## config.mk

```make
export PLATFORM = sky130hd
export DESIGN_NAME = updown_sweep_controller
export DESIGN_NICKNAME = d
export VERILOG_FILES = /design/src/rtl/updown_sweep_pkg.sv /design/src/rtl/updown_sweep_controller_dwell_timer.sv /design/src/rtl/updown_sweep_controller.sv
export SDC_FILE = /design/constraint.sdc
export NUM_CORES = 1
export LEC_CHECK = 0
export CELL_PAD_IN_SITES_DETAIL_PLACEMENT = 2
export CELL_PAD_IN_SITES_GLOBAL_PLACEMENT = 2
export CORE_ASPECT_RATIO = 0.6
export CORE_MARGIN = 2
export CORE_UTILIZATION = 32
export CTS_CLUSTER_DIAMETER = 60
export CTS_CLUSTER_SIZE = 20
export DETAILED_ROUTE_END_ITERATION = 10
export GPL_TIMING_DRIVEN = 1
export PLACE_DENSITY_LB_ADDON = 0.1
export SYNTH_ARGS = -nofsm -noshare
export SYNTH_HDL_FRONTEND = slang
export SYNTH_SLANG_ARGS = --single-unit
```

## constraint.sdc

```tcl
create_clock -name Clock -period 2.6 [get_ports Clock]
set_input_delay 0.39 -clock Clock [delete_from_list [all_inputs] [get_ports Clock]]
set_output_delay 0.39 -clock Clock [all_outputs]
set_load 0.02 [all_outputs]
```

## src/rtl/updown_sweep_pkg.sv

```systemverilog
// ---------------------------------------------------------------------------
// updown_sweep_pkg
//   Shared definitions for the triangle-sweep sequencer that drives the 4-bit
//   UpDownCounter: default widths and the controller state encoding.
// ---------------------------------------------------------------------------
package updown_sweep_pkg;

    // Default widths; WIDTH matches the UpDownCounter data path.
    localparam int unsigned DEF_WIDTH   = 4;
    localparam int unsigned DEF_DWELL_W = 4;
    localparam int unsigned DEF_SWEEP_W = 8;

    // Sequencer states. IDLE must stay the reset state.
    typedef enum logic [2:0] {
        IDLE     = 3'd0,
        UP       = 3'd1,
        TOP_HOLD = 3'd2,
        DOWN     = 3'd3,
        BOT_HOLD = 3'd4
    } sweepState_t;

endpackage

```

## src/rtl/updown_sweep_controller_dwell_timer.sv

```systemverilog
// ---------------------------------------------------------------------------
// dwell_timer
//   Loadable down-counter timing the hold at either extreme of a sweep.
//   One instance is shared by TOP_HOLD and BOT_HOLD since they never overlap.
//
// Ports:
//   Clock     in   rising-edge clock
//   Reset     in   asynchronous active-low reset
//   Load      in   load LoadValue on this edge (takes priority over counting)
//   LoadValue in   dwell length in cycles
//   Value     out  current dwell count (stops at zero)
//   Expire    out  high while Value == 1, i.e. on the last hold cycle
// ---------------------------------------------------------------------------
module dwell_timer
    import updown_sweep_pkg::*;
#(
    parameter int unsigned DWELL_W = DEF_DWELL_W
) (
    input  logic               Clock,
    input  logic               Reset,
    input  logic               Load,
    input  logic [DWELL_W-1:0] LoadValue,
    output logic [DWELL_W-1:0] Value,
    output logic               Expire
);

    always_ff @(posedge Clock or negedge Reset) begin
        if (!Reset) begin
            Value <= '0;
        end else if (Load) begin
            Value <= LoadValue;
        end else if (Value != '0) begin
            Value <= Value - 1'b1;
        end
    end

    assign Expire = (Value == DWELL_W'(1));

endmodule

```

## src/rtl/updown_sweep_controller.sv

```systemverilog
// ---------------------------------------------------------------------------
// updown_sweep_controller
//   Sequences the external UpDownCounter through triangle sweeps
//   LowerLimit -> UpperLimit -> LowerLimit, optionally dwelling at each
//   extreme, for a programmed number of sweeps or continuously (Sweeps = 0).
//   The counter counts every edge unless LoadCount is high; holds are done by
//   reloading the current extreme each cycle. All outputs are Moore.
//
// Ports:
//   Clock         in   rising-edge clock
//   Reset         in   asynchronous active-low reset
//   Start         in   begin a sequence (honoured in IDLE only)
//   Stop          in   abort; beats Start and every other transition
//   LowerLimit    in   bottom of sweep (latched at Start)
//   UpperLimit    in   top of sweep (latched at Start)
//   DwellCycles   in   extra hold cycles at each extreme (latched at Start)
//   Sweeps        in   number of triangles, 0 = run forever (latched)
//   CounterOutput in   current counter value
//   UpDown        out  1 = count up, 0 = count down
//   LoadCount     out  load request to the counter
//   CounterLoad   out  value loaded into the counter
//   Busy          out  high in every state except IDLE
//   Done          out  one-cycle pulse after the final sweep
//   ConfigError   out  one-cycle pulse when Start is rejected
// ---------------------------------------------------------------------------
module updown_sweep_controller
    import updown_sweep_pkg::*;
#(
    parameter int unsigned WIDTH   = DEF_WIDTH,
    parameter int unsigned DWELL_W = DEF_DWELL_W,
    parameter int unsigned SWEEP_W = DEF_SWEEP_W
) (
    input  logic               Clock,
    input  logic               Reset,
    input  logic               Start,
    input  logic               Stop,
    input  logic [WIDTH-1:0]   LowerLimit,
    input  logic [WIDTH-1:0]   UpperLimit,
    input  logic [DWELL_W-1:0] DwellCycles,
    input  logic [SWEEP_W-1:0] Sweeps,
    input  logic [WIDTH-1:0]   CounterOutput,
    output logic               UpDown,
    output logic               LoadCount,
    output logic [WIDTH-1:0]   CounterLoad,
    output logic               Busy,
    output logic               Done,
    output logic               ConfigError
);

    sweepState_t        state;
    sweepState_t        nextState;

    logic [WIDTH-1:0]   lowerLatch;
    logic [WIDTH-1:0]   upperLatch;
    logic [DWELL_W-1:0] dwellLatch;
    logic [SWEEP_W-1:0] sweepsLeft;
    logic               continuous;
    logic               doneReg;
    logic               cfgErrReg;

    logic               startReq;
    logic               limitsOk;
    logic               acceptStart;
    logic               rejectStart;
    logic               atTop;
    logic               atBottom;
    logic               hasDwell;
    logic               lastSweep;

    logic               dwellLoad;
    logic               sweepDone;
    logic               finish;

    logic [DWELL_W-1:0] dwellValue;
    logic               dwellExpire;

    // -----------------------------------------------------------------------
    // Decode of inputs and latched configuration
    // -----------------------------------------------------------------------
    assign startReq = Start && !Stop;

    // UpperLimit >= LowerLimit + 2, evaluated one bit wider so it cannot wrap.
    assign limitsOk = ({1'b0, UpperLimit} >=
                       ({1'b0, LowerLimit} + (WIDTH + 1)'(2)));

    assign acceptStart = (state == IDLE) && startReq && limitsOk;
    assign rejectStart = (state == IDLE) && startReq && !limitsOk;

    // Compare against the value one short of the extreme: the counter
    // reaches the extreme on the same edge that the state changes.
    assign atTop     = (CounterOutput == (upperLatch - 1'b1));
    assign atBottom  = (CounterOutput == (lowerLatch + 1'b1));
    assign hasDwell  = (dwellLatch != '0);
    assign lastSweep = !continuous && (sweepsLeft == SWEEP_W'(1));

    // -----------------------------------------------------------------------
    // Hold timer, loaded on the edge that enters either hold state
    // -----------------------------------------------------------------------
    dwell_timer #(
        .DWELL_W (DWELL_W)
    ) uDwellTimer (
        .Clock     (Clock),
        .Reset     (Reset),
        .Load      (dwellLoad),
        .LoadValue (dwellLatch),
        .Value     (dwellValue),
        .Expire    (dwellExpire)
    );

    // -----------------------------------------------------------------------
    // State register and configuration latches
    // -----------------------------------------------------------------------
    always_ff @(posedge Clock or negedge Reset) begin
        if (!Reset) begin
            state      <= IDLE;
            lowerLatch <= '0;
            upperLatch <= '0;
            dwellLatch <= '0;
            sweepsLeft <= '0;
            continuous <= 1'b0;
            doneReg    <= 1'b0;
            cfgErrReg  <= 1'b0;
        end else begin
            state     <= nextState;
            doneReg   <= finish;
            cfgErrReg <= rejectStart;

            if (acceptStart) begin
                lowerLatch <= LowerLimit;
                upperLatch <= UpperLimit;
                dwellLatch <= DwellCycles;
                sweepsLeft <= Sweeps;
                continuous <= (Sweeps == '0);
            end else if (sweepDone && !continuous) begin
                sweepsLeft <= sweepsLeft - 1'b1;
            end
        end
    end

    // -----------------------------------------------------------------------
    // Next-state logic
    // -----------------------------------------------------------------------
    always_comb begin
        nextState = state;
        dwellLoad = 1'b0;
        sweepDone = 1'b0;
        finish    = 1'b0;

        unique case (state)
            IDLE: begin
                if (acceptStart) begin
                    nextState = UP;
                end
            end
            UP: begin
                if (atTop) begin
                    if (hasDwell) begin
                        nextState = TOP_HOLD;
                        dwellLoad = 1'b1;
                    end else begin
                        nextState = DOWN;
                    end
                end
            end
            TOP_HOLD: begin
                if (dwellExpire) begin
                    nextState = DOWN;
                end
            end
            DOWN: begin
                if (atBottom) begin
                    sweepDone = 1'b1;
                    if (lastSweep) begin
                        nextState = IDLE;
                        finish    = 1'b1;
                    end else if (hasDwell) begin
                        nextState = BOT_HOLD;
                        dwellLoad = 1'b1;
                    end else begin
                        nextState = UP;
                    end
                end
            end
            BOT_HOLD: begin
                if (dwellExpire) begin
                    nextState = UP;
                end
            end
            default: begin
                nextState = IDLE;
            end
        endcase

        // Abort overrides whatever the sweep logic decided, including Done.
        if ((state != IDLE) && Stop) begin
            nextState = IDLE;
            dwellLoad = 1'b0;
            sweepDone = 1'b0;
            finish    = 1'b0;
        end
    end

    // -----------------------------------------------------------------------
    // State-decoded outputs
    // -----------------------------------------------------------------------
    always_comb begin
        UpDown      = 1'b0;
        LoadCount   = 1'b0;
        CounterLoad = lowerLatch;

        unique case (state)
            IDLE: begin
                // Park the counter on the live lower limit.
                LoadCount   = 1'b1;
                CounterLoad = LowerLimit;
            end
            UP: begin
                UpDown = 1'b1;
            end
            TOP_HOLD: begin
                LoadCount   = 1'b1;
                CounterLoad = upperLatch;
            end
            DOWN: begin
                UpDown = 1'b0;
            end
            BOT_HOLD: begin
                LoadCount   = 1'b1;
                CounterLoad = lowerLatch;
            end
            default: begin
                LoadCount   = 1'b1;
                CounterLoad = LowerLimit;
            end
        endcase
    end

    assign Busy        = (state != IDLE);
    assign Done        = doneReg;
    assign ConfigError = cfgErrReg;

endmodule
```

==> metrics.md <==
| Metric | Value |
|---|---|
| Post-route DRC | 0 |
| Final wirelength | 6.53 mm |
| Share of layout cells above drive strength 1 | 0.197 |
| Mapped Area | 2070 um2 |
| Core area | 6190 um2 |
| Initial Utilization | 0.335 |
| Number of flops mapped to enable cells by yosys | 0 |
| R2r endpoint | sweepsLeft[6] |
| Clock Sink Count | 30 |
| Buffers on Ports | 36 |
| Via-to-Cell Ratio | 5.07 |
| Slowest CP cell | or3b_1 |
| Max-slew violations | 0 |
| Yosys warning count | 0 |
| Hold Buf Count CTS | 0 |
| Top-count cell post-synth | dfrtp_1 |
| Status | completed |
| Async set-reset flop share out of synthesis | 1.00 |
| FF-to-FF Start | state[2] |
| Tcrit/Tclk final | 0.947 |
| Final min period | 2.46 ns |
| Detail Placement HPWL | 5.19 mm |
| RSZ-0062 raised after global routing | no |
| Layout area overhead | 34.4% |
| Max incr delay on CP | 0.55 ns |
| Crit Path Max Fanout | 4 |
| H-tree Lvls | 2 |
| Die W | 108 um |
| Antenna diode count | 0 |
| VDD IR max | 0.377 mV |
| Final core utilization | 0.450 |
| Pwr Density | 945 nW/um2 |
| Total power | 0.00264 W |
| CP Capture Type | register |
| Yosys top cell area share | 0.362 |
| DR iter-0 viols | 57 |
| Final setup fails | 0 |
| Nets | 318 |
| GPL Wtd Cong | 0.800 |
| TritonCTS Buffers | 5 |
| Vias in the first global route | 1987 |
| Ys flop type | dfrtp_1 |
| Setup Skew | 0.0105 ns |
| Syn nets | 260 |
| CP cell instances | or3_1 -> or3b_1 -> or3_1 -> buf_4 -> o22ai_1 -> nor2_1 |
| Startpoint types | register |
| Syn avg cell area | 9.43 um2 |
| Synth cell types | 43 |
| Post-synth top cells | 30 x dfrtp_1, 20 x nand2_1, 20 x nor2_1, 15 x mux2_2, 15 x xnor2_1 |
| Area contributors post-synth | dfrtp_1 36%, mux2_2 8.1%, ha_1 7.2%, xnor2_1 6.3%, nand2_1 3.6% |
| CP Class | register to register |
| Reg2Reg Depth | 6 |
| Die area | 7160 um2 |
| Die Y | 66.4 um |
| Routed Antenna Nets | 0 |
| Routed length per instance | 18.0 um |
| Most used cell, CP | or3_1 |
| Global-route wire length before repair | 10.7 mm |
| Mapped Cells | 220 |
| Worst-skew pair later-pin latency | 0.28 ns |
| Fin Hold WS | 0.512 ns |
| Hold Vio Cnt, Final | 0 |
| Post-synthesis sequential element count | 30 |
| Site row count | 22 |
| Worst Tran Pin Value | 0.474 ns |
| Setup TNS | 0 ns |
| Hold Crit Class | primary input to asynchronous set/reset pin |
| Initial antenna violation count | 0 |
| Total GRT Usage | 0.200 |
| CP required | 2.77 ns |
| Clk Tree Root Cell | clkbuf_8 |
| Largest net degree at the start of global routing | 31 |
| Pre-antenna DRT Iters | 4 |
| Io pins | 37 |
| CTS tree | yes |
| Reg-to-reg slack, setup | 0.14 ns |
| Max_cap viols | 0 |
| Worst endpoint data arrival time | 2.64 ns |
| Max-slew headroom | 0.681 |
| Clock Tree Buf Depth | 2 |
| Total gr overflow | 0 |
| Static Leak | 1.13 nW |
| Sequential cell area fraction in the yosys report | 0.362 |
| Vias | 1840 |
| Clk slew on worst S/H paths | 0.07 ns |
| Fmax | 406 MHz |
| Area leader, netlist | dfrtp_1 |
==> critical path: cells and delay by family (launching register included) <==
kind,cells,cell delay (ns)
and+or+nand+nor,4,1.60
DFF,1,0.39
buffers and inverters,1,0.19
AOI/OAI and AO/OA,1,0.18
==> registers in the layout (all words and copies together), names as in the netlist <==
signal,cells
ConfigError,1
uDwellTimer.Value,4
Done,1
upperLatch,4
dwellLatch,4
state,3
continuous,1
lowerLatch,4
sweepsLeft,8
==> report_power, final <==
group | switching, W | internal (W) | total (W)
Combinational | 0.000689 | 0.000666 | 0.00136
Sequential | 0.000213 | 0.000670 | 0.000883
Clock | 0.000184 | 0.000213 | 0.000397
Total | 0.00109 | 0.00155 | 0.00264
==> area by class of cell <==
cell class	instances	area [um2]
inverters	9	33.8
well taps	84	105
multi-input cells	172	1250
clock buffers	7	86.3
clock inverters	1	5.00
fillers	669	3400
repair buffers	60	553
flip-flops and latches	30	751
==> layout by cell type, fill, tap and decap left out, drive strengths merged, types with 2 or more instances in the layout <==
cell / instances
clkbuf: 7
nor3: 9
mux2: 15
and3: 2
buf: 24
a22o: 4
o21ai: 10
a211o: 2
a21oi: 2
nand3: 9
clkdlybuf4s50: 36
xnor2: 15
nand2b: 8
nand3b: 3
xor2: 5
o211ai: 9
nor2: 20
ha: 12
inv: 9
nand2: 21
dfrtp: 30
a211oi: 2
or3: 3
o22ai: 2
nor4: 6
==> logic make-up after synthesis <==
group | share of synthesized area
simple gates | 0.225
flops | 0.362
compound gates | 0.128
fa+ha+maj | 0.0772
buf+inv | 0.0368
mux | 0.0862
xor+xnor | 0.0844
==> metrics by stage <==
step           worst slack (ns)  cell area [um2]  cells
3_5_place_dp             -0.168             2690    355
4_1_cts                  0.0991             2780    363
2_1_floorplan             0.290             2070    220
6_report                  0.138             2790    363
5_1_grt                 0.00320             2790    363
3_3_place_gp             -0.112             2690    355
==> worst max path at each step <==
stage / slack (ns) / cells past startpoint / endpoint / start
5_1_grt: 0.003 / 12 / sweepsLeft[0] / LowerLimit[1]
2_1_floorplan: 0.29 / 5 / dwellLatch[3] / state[2]
6_report: 0.14 / 6 / sweepsLeft[6] / state[2]
4_1_cts: 0.1 / 6 / CounterLoad[1] / state[1]
3_3_place_gp: -0.11 / 12 / sweepsLeft[0] / LowerLimit[1]
3_5_place_dp: -0.17 / 7 / uDwellTimer.Value[0] / CounterOutput[3]
==> routing by layer <==
layer  global-route usage  wire length (um)  up-vias
met4               0.0449                72        0
met3               0.0365               191        7
met2                0.311              2780       34
li1                     -                 -      902
met5                    0                 0        -
met1                0.287              3490      897
==> timing repair <==
| action | 4_1_cts | 5_1_grt |
|---|---|---|
| buffers inserted | 0 | 0 |
| gates resized for setup | 0 | 2 |
| endpoints found under the setup margin | 0 | 2 |
(Power assumes the default switching activity.)
